File: config.mk
export PLATFORM = sky130hd
export DESIGN_NAME = mem_arbiter
export DESIGN_NICKNAME = d
export VERILOG_FILES = /design/src/rtl/mem_arbiter_pkg.sv /design/src/rtl/mem_line_buf.sv /design/src/rtl/mem_arbiter.sv
export SDC_FILE = /design/constraint.sdc
export NUM_CORES = 1
export LEC_CHECK = 0
export BUFFER_PORTS_ARGS = -buffer_cell sky130_fd_sc_hd__buf_4
export CAP_MARGIN = 20
export CORE_AREA = 2 2 122 124
export DETAILED_ROUTE_END_ITERATION = 10
export DIE_AREA = 0 0 124 126
export GPL_TIMING_DRIVEN = 0
export PLACE_DENSITY_LB_ADDON = 0.08
export SLEW_MARGIN = 20
export SYNTH_ARGS = -nofsm -noshare
export SYNTH_HDL_FRONTEND = slang
export SYNTH_SLANG_ARGS = --single-unit
File: constraint.sdc
create_clock -name clk -period 3.95 [get_ports clk]
set_input_delay 0.1975 -clock clk [delete_from_list [all_inputs] [get_ports clk]]
set_output_delay 0.1975 -clock clk [all_outputs]
set_load 0.02 [all_outputs]
File: src/rtl/mem_arbiter_pkg.sv
// Shared types for the cache-to-unified_mem arbiter: FSM encoding, client ids, memory widths.
// Contains no logic. No latency or backpressure applies.
package mem_arbiter_pkg;

    localparam int MEM_AW = 15;
    localparam int MEM_DW = 32;

    typedef enum logic [1:0] {
        ST_IDLE  = 2'd0,
        ST_ISSUE = 2'd1,
        ST_WAIT  = 2'd2,
        ST_DONE  = 2'd3
    } state_t;

    localparam logic CL_I = 1'b0;
    localparam logic CL_D = 1'b1;

endpackage

File: src/rtl/mem_line_buf.sv
// Line buffer: assembles read beats into a line, or holds a write-back line and muxes out one beat.
// Single-cycle writes, combinational reads; the FSM paces accesses, so there is no backpressure.
module mem_line_buf
    import mem_arbiter_pkg::*;
#(
    parameter int LINE_BEATS = 2,
    parameter int BW         = 1
) (
    input  logic                         clk,
    input  logic                         rst_n,
    input  logic                         load_i,
    input  logic [MEM_DW*LINE_BEATS-1:0] line_i,
    input  logic                         wr_i,
    input  logic [BW-1:0]                slot_i,
    input  logic [MEM_DW-1:0]            data_i,
    output logic [MEM_DW*LINE_BEATS-1:0] line_o,
    output logic [MEM_DW-1:0]            slice_o
);

    logic [MEM_DW-1:0] slot_q [LINE_BEATS];

    always_ff @(posedge clk or negedge rst_n) begin
        if (!rst_n) begin
            for (int k = 0; k < LINE_BEATS; k++) slot_q[k] <= '0;
        end else if (load_i) begin
            for (int k = 0; k < LINE_BEATS; k++) slot_q[k] <= line_i[MEM_DW*k +: MEM_DW];
        end else if (wr_i) begin
            slot_q[slot_i] <= data_i;
        end
    end

    always_comb begin
        line_o = '0;
        for (int k = 0; k < LINE_BEATS; k++) line_o[MEM_DW*k +: MEM_DW] = slot_q[k];
    end

    assign slice_o = slot_q[slot_i];

endmodule

File: src/rtl/mem_arbiter.sv
// Arbitrates I/D line misses onto unified_mem, splitting each line into LINE_BEATS 32-bit accesses.
// Latency: 4 cycles per beat plus grant and done cycles; clients hold req until done, and no grant while mem_rdy=0.
module mem_arbiter
    import mem_arbiter_pkg::*;
#(
    parameter int LINE_BEATS = 2,
    parameter int ARB_MODE   = 0
) (
    input  logic                         clk,
    input  logic                         rst_n,
    input  logic                         i_req,
    input  logic [MEM_AW-1:0]            i_addr,
    output logic [MEM_DW*LINE_BEATS-1:0] i_rdata,
    output logic                         i_done,
    input  logic                         d_req,
    input  logic                         d_we,
    input  logic [MEM_AW-1:0]            d_addr,
    input  logic [MEM_DW*LINE_BEATS-1:0] d_wdata,
    output logic [MEM_DW*LINE_BEATS-1:0] d_rdata,
    output logic                         d_done,
    output logic [MEM_AW-1:0]            mem_addr,
    output logic                         mem_re,
    output logic                         mem_we,
    output logic [MEM_DW-1:0]            mem_wdata,
    input  logic [MEM_DW-1:0]            mem_rd_data,
    input  logic                         mem_rdy
);

    localparam int LW = MEM_DW * LINE_BEATS;
    localparam int BW = (LINE_BEATS > 1) ? $clog2(LINE_BEATS) : 1;
    localparam logic [MEM_AW-1:0] LOW_MASK  = MEM_AW'(LINE_BEATS - 1);
    localparam logic [BW-1:0]     LAST_BEAT = BW'(LINE_BEATS - 1);

    state_t            state_q, state_d;
    logic [BW-1:0]     beat_q, beat_d;
    logic              client_q, client_d;
    logic              we_q, we_d;
    logic [MEM_AW-1:0] base_q, base_d;
    logic              last_q, last_d;
    logic              pick;
    logic              buf_load, buf_wr;
    logic [MEM_DW-1:0] slice;
    logic [LW-1:0]     line;

    // last_q is the most recently granted client; on contention round-robin serves the other one.
    always_comb begin
        if (i_req && d_req) pick = (ARB_MODE == 0) ? CL_D : ~last_q;
        else                pick = d_req ? CL_D : CL_I;
    end

    always_comb begin
        state_d  = state_q;
        beat_d   = beat_q;
        client_d = client_q;
        we_d     = we_q;
        base_d   = base_q;
        last_d   = last_q;
        buf_load = 1'b0;
        buf_wr   = 1'b0;
        case (state_q)
            ST_IDLE: begin
                if ((i_req || d_req) && mem_rdy) begin
                    client_d = pick;
                    last_d   = pick;
                    we_d     = (pick == CL_D) && d_we;
                    base_d   = ((pick == CL_D) ? d_addr : i_addr) & ~LOW_MASK;
                    buf_load = (pick == CL_D) && d_we;
                    beat_d   = '0;
                    state_d  = ST_ISSUE;
                end
            end
            ST_ISSUE: state_d = ST_WAIT;
            ST_WAIT: begin
                if (mem_rdy) begin
                    buf_wr = ~we_q;
                    if (beat_q == LAST_BEAT) begin
                        state_d = ST_DONE;
                    end else begin
                        beat_d  = beat_q + 1'b1;
                        state_d = ST_ISSUE;
                    end
                end
            end
            ST_DONE: state_d = ST_IDLE;
            default: state_d = ST_IDLE;
        endcase
    end

    always_ff @(posedge clk or negedge rst_n) begin
        if (!rst_n) begin
            state_q  <= ST_IDLE;
            beat_q   <= '0;
            client_q <= CL_I;
            we_q     <= 1'b0;
            base_q   <= '0;
            last_q   <= CL_I;
        end else begin
            state_q  <= state_d;
            beat_q   <= beat_d;
            client_q <= client_d;
            we_q     <= we_d;
            base_q   <= base_d;
            last_q   <= last_d;
        end
    end

    // The write-back line is copied in at grant so later d_wdata changes cannot leak into the line.
    mem_line_buf #(
        .LINE_BEATS (LINE_BEATS),
        .BW         (BW)
    ) u_line_buf (
        .clk     (clk),
        .rst_n   (rst_n),
        .load_i  (buf_load),
        .line_i  (d_wdata),
        .wr_i    (buf_wr),
        .slot_i  (beat_q),
        .data_i  (mem_rd_data),
        .line_o  (line),
        .slice_o (slice)
    );

    assign mem_addr  = base_q | (MEM_AW'(beat_q) & LOW_MASK);
    assign mem_re    = (state_q == ST_ISSUE) && !we_q;
    assign mem_we    = (state_q == ST_ISSUE) && we_q;
    assign mem_wdata = (we_q && (state_q == ST_ISSUE || state_q == ST_WAIT)) ? slice : '0;
    assign i_done    = (state_q == ST_DONE) && (client_q == CL_I);
    assign d_done    = (state_q == ST_DONE) && (client_q == CL_D);
    assign i_rdata   = line;
    assign d_rdata   = line;

endmodule

==> results_dict.tcl <==
set metrics [dict create \
    status "finished, final reports clean" \
    hpwl_um 12900 \
    diodes 0 \
    grt.overflow.total 0 \
    grt_pass1_vias 4618 \
    hold_viol 0 \
    cts_tree "built" \
    grt_use_total 0.216 \
    fin_nets 960 \
    slowest_stage "clkbuf_1" \
    hold_path.class "in2reg" \
    power_w 0.00697 \
    synth_nets 641 \
    clockPowerShare 0.120 \
    ios 311 \
    grt_pass1_wl_um 25600 \
    num_vias 4699 \
    drt-initial-drc-count 138 \
    tns_ns 0 \
    cts_buffers 9 \
    ys.warnings.count 0 \
    finClkSkew_ns 0.00385 \
    die_h_um 126 \
    p_int_w 0.00391 \
    p_comb_frac 0.629 \
    worstSetupPathType "reg2out" \
    path_clk_slew_ns 0.06 \
    synth.ff_latch_count 83 \
    ir_worst_vdd_uv 396 \
    cp-end-kind "primary output" \
    fin_crit_ns 2.36 \
    cts_sinks 83 \
    cap_viol_max_count 0 \
    power_density_nw_per_um2 908 \
    wl_um 17200 \
    fp-row-count 44 \
    synthCells 505 \
    power.leakage_nw 4.13 \
    syn-cell-area_um2 4840 \
    worst_slew_pin_slew_ns 0.800 \
    slew_headroom 0.466 \
    first_pass_iters 5 \
    crit_chain "inv_1, ha_1, nand2_1, clkbuf_1, nor2_1, buf_4" \
    clock_latency_ns 0.34 \
    ant_nets 0 \
    required_ns 3.75 \
    syn_avg_cell_area_um2 9.58 \
    cts_buffer_depth 2 \
    drive_gt1_frac 0.489 \
    fmax_mhz 424 \
    portBuffers 307 \
    grt_max_degree 84 \
    die_w_um 124 \
    antenna_found_initial 0 \
    cts_setup_buffers 0 \
    core_area_um2 14300 \
    max_stage_delay_ns 0.50 \
    drc 0 \
    gp_congestion 0.784 \
    worst_ep_arrival_time_ns 2.16 \
    sw_frac_of_total 0.440 \
    cts-root-buf "clkbuf_16" \
    setup_violations 0 \
    p_seq_frac 0.252 \
    rsz0062_at_grt "no" \
    area.growth.synth_to_final_pct 58.7 \
    vias_per_cell 4.64 \
    yosysSeqAreaShare 0.429 \
    path_max_fanout 10 \
    cts_max_level 3 \
    critPathLaunchType "register" \
    p_switching_w 0.00307 \
    avgRoutedWirePerCell_um 17.0 \
    dieArea_um2 15600 \
    yosysUniqueCellTypes 25 \
    start_util 0.338 \
    finalMaxSlewViolations 0 \
    fin_crit_sh 0.597 \
]
[per-layer routing]
| layer | share of wire | vias to the layer above | GRT usage |
|---|---|---|---|
| li1 | - | 2284 | - |
| met1 | 0.40 | 2197 | 0.269 |
| met2 | 0.50 | 203 | 0.376 |
| met3 | 0.080 | 15 | 0.0439 |
| met4 | 0.014 | 0 | 0.0628 |
| met5 | 0 | - | 0 |
[per-stage QoR]
step	util	hold WS, ns	instance area (um^2)	cells	worst slack [ns]
after floorplan	-	-0.0981	4840	505	2.35
after global placement	0.515	0.448	7370	996	1.95
after detailed placement	0.515	0.454	7370	996	1.91
after CTS	0.535	0.0970	7660	1012	1.59
after global routing	0.536	0.110	7680	1013	1.45
final	0.536	0.100	7680	1013	1.59
[layout by cell type, fill, tap and decap left out, types with 2 or more instances in the layout]
cell,n
and2_1,2
nor2_1,96
mux2i_1,110
clkbuf_8,4
a21oi_1,66
buf_2,13
nor2b_1,3
o21ai_0,5
buf_4,372
nand2_1,17
inv_1,2
clkbuf_16,9
o21ai_1,10
dfrtp_1,83
ha_1,4
buf_6,4
clkbuf_1,15
buf_1,3
[path summary, 6_finish.rpt]
check / start / end / slack, ns / cells after the start
setup / recovery: state_q[0] / mem_wdata[23] / 1.59 / 6
hold / removal: d_wdata[50] / u_line_buf.line_o[50] / 0.10 / 3
setup reg to reg: state_q[0] / u_line_buf.line_o[10] / 1.93 / 6
hold reg to reg: base_q[12] / base_q[12] / 0.49 / 2
max in group asynchronous: rst_n / u_line_buf.line_o[14] / 2.91 / 2
min in group asynchronous: rst_n / base_q[10] / 0.49 / 2
[power by group through the flow]
stage | clock network (W) | logic [W] | registers, W
final | 0.000835 | 0.00438 | 0.00175
after floorplan | 0 | 0.00217 | 0.00213
after detailed placement | 0 | 0.00443 | 0.00176
after global routing | 0.000891 | 0.00469 | 0.00183
after CTS | 0.000852 | 0.00443 | 0.00176
after global placement | 0 | 0.00438 | 0.00174
[repair_timing]
item / CTS / global route
gates resized for setup: 0 / 0
hold buffers: 0 / 1
hold endpoints to repair: 0 / 30
[cells by family after synthesis]
family	share of synthesized area
AND/OR/NAND/NOR	0.101
multiplexers	0.230
buffers and inverters	0.137
AO/OA/AOI/OAI	0.0923
flip-flops	0.429
adder cells (fa/ha/maj)	0.0103
[cell usage after synthesis, drive strengths merged]
| library cell | instances | area [um^2] |
|---|---|---|
| nor2b | 3 | 18.8 |
| and2 | 2 | 12.5 |
| and4bb | 1 | 12.5 |
| nand2 | 17 | 63.8 |
| a211oi | 1 | 7.51 |
| clkbuf | 13 | 48.8 |
| o22a | 1 | 8.76 |
| a22o | 1 | 8.76 |
| o211ai | 1 | 7.51 |
| ha | 4 | 50.1 |
| dfrtp | 83 | 2080 |
| mux2i | 110 | 1100 |
| buf | 85 | 606 |
| a21oi | 66 | 330 |
| nand4b | 1 | 15.0 |
| mux2 | 1 | 11.3 |
| nand4 | 1 | 6.26 |
| o21ai | 15 | 75.1 |
| inv | 2 | 7.51 |
| nor2 | 96 | 360 |
| a2bb2oi | 1 | 8.76 |
[layout make-up]
cell class,count,area (um^2)
Clock buffer,15,288
Inverter,2,7.51
Tap cell,184,230
Buffer,98,654
Clock inverter,1,5.00
Timing Repair Buffer,308,2320
Sequential cell,83,2080
Fill cell,1334,6640
Multi-Input combinational cell,322,2100
[critical path, delay by kind of cell (launching register included)]
| family | cells | cell delay (ns) |
|---|---|---|
| adders and majority gates | 1 | 0.30 |
| DFF | 1 | 0.40 |
| and+or+nand+nor | 2 | 0.33 |
| buffers and inverters | 3 | 0.78 |
[state kept, by name, indices dropped and copies added (netlist names)]
register and count:
base_q 14, beat_q 1, client_q 1, state_q 2
u_line_buf.line_o 64, we_q 1
(Power assumes the default switching activity.)
